===== src/rtl/sr_flag_latch.sv =====
// -----------------------------------------------------------------------------
// sr_flag_latch
//
// Clocked set/reset flag latch used as a sticky status/enable flag beside the
// VGA timing logic. A qualified set request latches q high; only reset clears
// it. Single-cycle pulses mark each 0->1 and 1->0 transition of q.
//
// Optional feature:
//   SR_FLAG_LATCH_SYNC_EN - when defined, set passes through a 2-flop
//                           synchronizer before the filter (set latency grows
//                           by two edges; reset is not synchronized).
//
// Parameters:
//   FILTER_LEN  consecutive sampled-high cycles of set needed (1..15)
//
// Ports:
//   clk     in   rising-edge clock, the only timing reference
//   reset   in   synchronous active-high clear, dominates set
//   set     in   active-high level-sensitive set request
//   q       out  latched flag (registered)
//   q_n     out  inverse of q (derived from the q register)
//   rise_p  out  one-cycle pulse on the edge q goes 0->1
//   fall_p  out  one-cycle pulse on the edge q goes 1->0
//
// Handshake: none; set and reset are plain level inputs sampled every edge.
// -----------------------------------------------------------------------------
module sr_flag_latch #(
    parameter int FILTER_LEN = 1
) (
    input  logic clk,
    input  logic reset,
    input  logic set,
    output logic q,
    output logic q_n,
    output logic rise_p,
    output logic fall_p
);

    if (FILTER_LEN < 1 || FILTER_LEN > 15) begin : g_bad_filter_len
        $error("sr_flag_latch: FILTER_LEN must be in 1..15");
    end

    localparam logic [3:0] FLEN = 4'(FILTER_LEN);

    // Declaration values give the same power-up state as reset.
    logic       q_r      = 1'b0;
    logic       rise_r   = 1'b0;
    logic       fall_r   = 1'b0;
    logic [3:0] fcnt     = 4'd0;
    logic       s_eff;
    logic [3:0] fcnt_inc;

`ifdef SR_FLAG_LATCH_SYNC_EN
    // Two-flop synchronizer for asynchronous set sources.
    logic sync1 = 1'b0;
    logic sync2 = 1'b0;

    always_ff @(posedge clk) begin
        if (reset) begin
            sync1 <= 1'b0;
            sync2 <= 1'b0;
        end else begin
            sync1 <= set;
            sync2 <= sync1;
        end
    end

    assign s_eff = sync2;
`else
    assign s_eff = set;
`endif

    // Saturating increment; the saturated value keeps the counter from
    // wrapping while set is held high after q is already latched.
    always_comb begin
        fcnt_inc = fcnt;
        if (fcnt >= FLEN) begin
            fcnt_inc = FLEN;
        end else begin
            fcnt_inc = fcnt + 4'd1;
        end
    end

    always_ff @(posedge clk) begin
        if (reset) begin
            q_r    <= 1'b0;
            fcnt   <= 4'd0;
            rise_r <= 1'b0;
            // A falling pulse only if the flag was actually set.
            fall_r <= q_r;
        end else if (s_eff) begin
            fcnt   <= fcnt_inc;
            fall_r <= 1'b0;
            if (fcnt_inc == FLEN && !q_r) begin
                q_r    <= 1'b1;
                rise_r <= 1'b1;
            end else begin
                rise_r <= 1'b0;
            end
        end else begin
            // A gap in set restarts the filter; q holds.
            fcnt   <= 4'd0;
            rise_r <= 1'b0;
            fall_r <= 1'b0;
        end
    end

    assign q      = q_r;
    assign q_n    = ~q_r;
    assign rise_p = rise_r;
    assign fall_p = fall_r;

endmodule


===== config.mk =====
export PLATFORM = sky130hd
export DESIGN_NAME = sr_flag_latch
export DESIGN_NICKNAME = d
export VERILOG_FILES = /design/src/rtl/sr_flag_latch.sv
export SDC_FILE = /design/constraint.sdc
export NUM_CORES = 1
export LEC_CHECK = 0
export ABC_AREA = 1
export CAP_MARGIN = 20
export CORE_AREA = 3 3 40 42
export DETAILED_ROUTE_END_ITERATION = 7
export DIE_AREA = 0 0 43 45
export PLACE_DENSITY = 0.53
export SLEW_MARGIN = 20
export SYNTH_ARGS = -nofsm -noshare
export SYNTH_HDL_FRONTEND = slang
export SYNTH_SLANG_ARGS = --single-unit

===== constraint.sdc =====
create_clock -name clk -period 1.2 [get_ports clk]
set_clock_uncertainty 0.1 [all_clocks]
set_input_delay 0.18 -clock clk [delete_from_list [all_inputs] [get_ports clk]]
set_output_delay 0.18 -clock clk [all_outputs]
set_load 0.05 [all_outputs]

==> summary.txt, run 1 <==
Status
  • Run status: finished, final reports clean

Routing
  • Via-to-Cell Ratio: 3.77
  • Total iterations of the first detailed-routing run: 2
  • Routed length per placed instance: 8.33 um
  • Remaining DRCs: 0
  • Met3 WL: 17 um
  • Max Used Layer: met4
  • ANT nets after route: 0
  • Final WL: 508 um
  • Met1 wire length: 214 um
  • DR vias: 230
  • Met2 WL post-DR: 253 um
  • Starting DRT DRC Count: 2

Final layout
  • Share of layout cells above drive strength 1: 47.8%
  • Multi-input gate area: 153 um^2
  • Nets: 53
  • Commonest cells after routing, fill and taps aside: 5 x inv_1, 4 x nand2_1, 4 x dfxtp_1, 4 x buf_12, 3 x clkbuf_4
  • Ant diodes: 0
  • Most common cell after layout, fill and taps aside: inv_1
  • Final Util: 38.8%
  • Area growth from synthesis to layout: 65.1%
  • Fill count: 131
  • Non-Filler Instances: 61
  • FF/Latch Area: 146 um^2

Timing
  • Unrepaired setup endpoints after global routing: no
  • Worst setup margin: 0.0562 ns
  • Final period util: 95.3%
  • Final setup viols: 0
  • Minimum clock period: 1.14 ns
  • Max Freq: 0.874 GHz
  • Setup tns final: 0 ns
  • Final Hold Fails: 0
  • Slew Viols, Final: 0

Clock network
  • Clock-pin slew on the worst setup and hold paths: 0.05 ns
  • CTS Buf Count: 3
  • CTS tree: built
  • Num Clock Sinks: 7
  • H-tree depth: 1
  • Maximum root-to-sink buffer count: 2
  • Worst-Skew Late Latency: 0.25 ns
  • Root Buffer: clkbuf_4
  • # hold bufs at CTS: 0

Synthesis
  • Seq cells post-synth: 7
  • Sequential share of the synthesized area: 46.5%
  • Netlist cell types: 14
  • Mapped Nets: 40
  • Mean Syn Cell Area: 8.87 um^2
  • Warnings from Yosys: 0
  • Syn Std Cell Area: 302 um^2
  • Mapped Cells: 34

Die
  • Core area: 1280 um^2
  • Die width: 43 um
  • Initial Utilization: 23.5%
  • Total die area: 1940 um^2
  • Die height: 45 um
  • # rows: 13
  • I/O pins: 7

Placed design
  • Placer congestion estimate: 0.686
  • DP HPWL: 363 um
  • Placed cell count: 57
  • Worst slack at placement: -0.0352 ns
  • Port Buf Inserts: 6

Setup path
  • Arr. time, crit path: 0.86 ns
  • Crit start category: flop
  • Worst setup EP type: output port
  • WP data required: 0.92 ns
  • Critical setup path kind: flop to output port
  • Maximum fanout along the worst path: 5

Flow run
  • Total of max-cap violations: 0

Global route
  • Grt total ovfl: 0
  • First-pass GRT wire length: 841 um
  • Gr usage total: 6.76%
  • Largest net degree at the start of global routing: 6
  • Vias in the first global route: 228
  • Antenna violations before repair: 0

Pwr
  • Pwr per Cell Area: 1290 nW/um^2
  • Lkg Pwr: 0.231 nW
  • Final Total Pwr: 0.643 mW
  • Worst IR drop on VDD: 0.000835 V

Min path
  • Hold Path Class: flop to flop
sequential cells by signal, summed over array words and instances (netlist names):
| register | cells |
|---|---|
| fcnt | 4 |
| rise_p | 1 |
| fall_p | 1 |
| q | 1 |
cells in the mapped netlist:
library cell / count / area share [%]
conb_1: 1 / 1.2
dfxtp_1: 7 / 46
ha_1: 3 / 12
inv_1: 8 / 10
inv_2: 1 / 1.2
nand2_1: 4 / 5.0
nand2_2: 1 / 2.1
nand3_1: 1 / 1.7
nand3_2: 1 / 3.3
nor2_1: 2 / 2.5
nor2_4: 2 / 7.5
nor3_1: 1 / 1.7
o211ai_1: 1 / 2.5
o21bai_1: 1 / 2.5
cell families after synthesis:
logic type / after synthesis / share of synthesized area [%]
other cells: 1 / 1.24
compound gates: 2 / 4.98
buf+inv: 9 / 11.2
simple gates: 12 / 23.6
flops: 7 / 46.5
fa+ha+maj: 3 / 12.4
cell type report:
type	instances	area share (%)
multi-input cells	18	30.7
flip-flops and latches	7	29.4
repair buffers	8	23.1
inverters	9	7.79
clock buffers	4	5.28
well taps	15	3.77
per-layer routing:
| metal | up-vias | global-route usage [%] |
|---|---|---|
| met5 | - | 0 |
| met4 | 0 | 10.8 |
| met3 | 2 | 2.39 |
| met2 | 6 | 9.88 |
| met1 | 97 | 5.81 |
| li1 | 125 | - |
through the flow:
step,hold slack (ns),instance area [um^2]
2_1_floorplan,0.178,303
3_3_place_gp,0.380,437
4_1_cts,0.389,478
3_5_place_dp,0.381,437
6_report,0.386,498
5_1_grt,0.419,498
timing repair:
item | in CTS | in global routing
setup endpoints to repair | 2 | 3
buffers inserted | 0 | 0
pin swaps | 5 | 4
endpoints found under the hold margin | 0 | 0
resized for setup | 5 | 6
power by group:
| part | switching (mW) | internal, mW | total [mW] |
|---|---|---|---|
| logic | 0.0829 | 0.0808 | 0.164 |
| clock network | 0.0881 | 0.127 | 0.215 |
| registers | 0.0172 | 0.247 | 0.264 |
worst max-delay path, stage by stage, from the launching register on:
cell and delay (ns):
dfxtp_2 0.38, inv_1 0.08, buf_12 0.15
path summary, 6_finish.rpt:
path / start / to / slack, ns / depth (start not counted)
setup / recovery: q$_SDFFE_PP0P_ / q_n / 0.06 / 2
hold / removal: q$_SDFFE_PP0P_ / fall_p$_SDFF_PN0_ / 0.39 / 2
setup reg to reg: fcnt[1]$_SDFF_PP0_ / fcnt[0]$_SDFF_PP0_ / 0.08 / 6
hold reg to reg: q$_SDFFE_PP0P_ / fall_p$_SDFF_PN0_ / 0.39 / 2
Note: power is estimated with default switching activity, not from simulation.
==> run 2: changes to the inputs <==
--- a/config.mk
+++ b/config.mk
@@ -10,7 +10,7 @@
 export CORE_AREA = 3 3 40 42
 export DETAILED_ROUTE_END_ITERATION = 7
 export DIE_AREA = 0 0 43 45
-export PLACE_DENSITY = 0.53
+export PLACE_DENSITY = 0.54
 export SLEW_MARGIN = 20
 export SYNTH_ARGS = -nofsm -noshare
 export SYNTH_HDL_FRONTEND = slang
==> run 2 against run 1 <==
Net effect:
- design area is the same
- register-to-register slack lost 0.02 ns
- die area is the same
- critical path depth is the same
- non-clock buffer count grew 2
- via count grew 0.43%
- power grew 0.37%
- core utilization is the same
- sequential cell count is the same
- count of clock-buffer cells in the layout is the same
- sequential power is essentially flat
- highest routed layer is now met2
==> summary.txt, run 2 (synthesized netlist as in run 1, its figures left out) <==
Pwr
  • Power share of the sequential group: 40.8%
  • Worst IR drop on VDD: 0.000301 V
  • Cell Int Power: 0.459 mW
  • Pwr per Cell Area: 1300 nW/um^2
  • Combinational group share of total power: 26.1%
  • Switch Pwr: 0.186 mW
  • Final Total Pwr: 0.646 mW
  • Clk pwr share: 33.0%
  • Lkg Pwr: 0.236 nW
  • Switching Share: 28.9%

Die
  • Total die area: 1940 um^2
  • Core area: 1280 um^2
  • I/O pins: 7
  • # rows: 13
  • Die height: 45 um
  • Die width: 43 um
  • Initial Utilization: 23.5%

Final layout
  • Non-Filler Instances: 63
  • Share of layout cells above drive strength 1: 52.1%
  • FF/Latch Area: 144 um^2
  • Most common cell after layout, fill and taps aside: inv_1
  • Commonest cells after routing, fill and taps aside: 5 x inv_1, 4 x inv_2, 4 x dfxtp_1, 4 x buf_12, 4 x buf_4
  • Ant diodes: 0
  • Max FFs per register: 4
  • Multi-input gate area: 145 um^2
  • Area growth from synthesis to layout: 65.1%
  • Final Util: 38.8%
  • Fill count: 133
  • Top reg by flops: fcnt
  • Finished Cell Area: 498 um^2
  • Nets: 55

Setup path
  • Crit start category: flop
  • Arr. time, crit path: 0.87 ns
  • Worst setup EP type: output port
  • Maximum fanout along the worst path: 5
  • CP top delay family: flip-flops
  • Worst-path cell chain: inv_1 -> buf_12
  • Buf/Inv on CP: 2
  • Critical setup path kind: flop to output port
  • WP data required: 0.92 ns
  • Slowest stage cell, crit path: dfxtp_2
  • Slowest stage delay, CP: 0.38 ns

Timing
  • Slew Viols, Final: 0
  • Final Hold Fails: 0
  • Minimum clock period: 1.15 ns
  • Max Freq: 0.872 GHz
  • Setup tns final: 0 ns
  • Final setup viols: 0
  • Final period util: 95.5%
  • Unrepaired setup endpoints after global routing: yes

Placed design
  • Port Buf Inserts: 6
  • Placer congestion estimate: 0.665
  • DP HPWL: 406 um
  • Placed cell count: 58
  • Placed inst area: 444 um^2

Routing
  • DR vias: 231
  • Routed length per placed instance: 7.94 um
  • ANT nets after route: 0
  • Remaining DRCs: 0
  • Starting DRT DRC Count: 0
  • Total iterations of the first detailed-routing run: 1
  • Via-to-Cell Ratio: 3.67
  • Final WL: 500 um

Flow run
  • Total of max-cap violations: 0

Clock network
  • Root Buffer: clkbuf_4
  • # hold bufs at CTS: 0
  • CTS tree: built
  • CTS Buf Count: 3
  • Num Clock Sinks: 7
  • Worst-Skew Late Latency: 0.25 ns
  • H-tree depth: 1
  • Maximum root-to-sink buffer count: 2
  • Clock-pin slew on the worst setup and hold paths: 0.05 ns

Global route
  • Antenna violations before repair: 0
  • Gr usage total: 6.51%
  • Largest net degree at the start of global routing: 6
  • Grt total ovfl: 0
  • Vias in the first global route: 235
  • First-pass GRT wire length: 862 um

Status
  • Run status: finished, final reports clean

Min path
  • Hold Path Class: flop to flop
run 2: repair_timing:
action / CTS / global route
pin swaps: 3 / 3
gates cloned: 0 / 0
setup endpoints to repair: 2 / 4
gates resized for setup: 4 / 4
setup buffers: 0 / 1
run 2: worst paths after layout:
kind                                    startpoint                 to  cells after the start  slack, ns
worst max register to register  fcnt[0]$_SDFF_PP0_     q$_SDFFE_PP0P_                      7       0.06
worst min-delay path                q$_SDFFE_PP0P_  fall_p$_SDFF_PN0_                      2       0.38
worst max-delay path                q$_SDFFE_PP0P_                q_n                      2       0.05
worst min register to register      q$_SDFFE_PP0P_  fall_p$_SDFF_PN0_                      2       0.38
run 2: tightest hold or removal path, delay by kind of cell (launching register included):
family	cells	cell delay, ns
buffers and inverters	1	0.03
DFF	1	0.35
and+or+nand+nor	1	0.06
run 2: per-stage QoR:
stage	hold slack (ns)	worst slack (ns)
after floorplan	0.178	0.0322
after global placement	0.376	-0.0247
after detailed placement	0.378	-0.0365
after CTS	0.387	0.00102
after global routing	0.409	-0.0473
final	0.385	0.0538
run 2: cell type report:
type	instances	share of cell area [%]
clock buffer	4	5.28
inverter	9	6.78
multi-input combinational	18	29.1
sequential	7	28.9
tap	15	3.77
timing repair buffer	10	26.1
run 2: layer usage:
layer / vias up / global-route usage [%] / part of all wire, %
li1: 126 / - / -
met1: 105 / 7.02 / 45
met2: 0 / 9.28 / 55
met3: 0 / 0 / 0
met4: 0 / 10.8 / 0
met5: - / 0 / 0
run 2: power groups by stage:
stage          logic, mW  registers (mW)  clock network, mW
5_1_grt            0.180           0.265              0.241
4_1_cts            0.165           0.263              0.230
3_5_place_dp       0.161           0.268                  0
3_3_place_gp       0.160           0.267                  0
6_report           0.169           0.264              0.213
2_1_floorplan     0.0495           0.294                  0
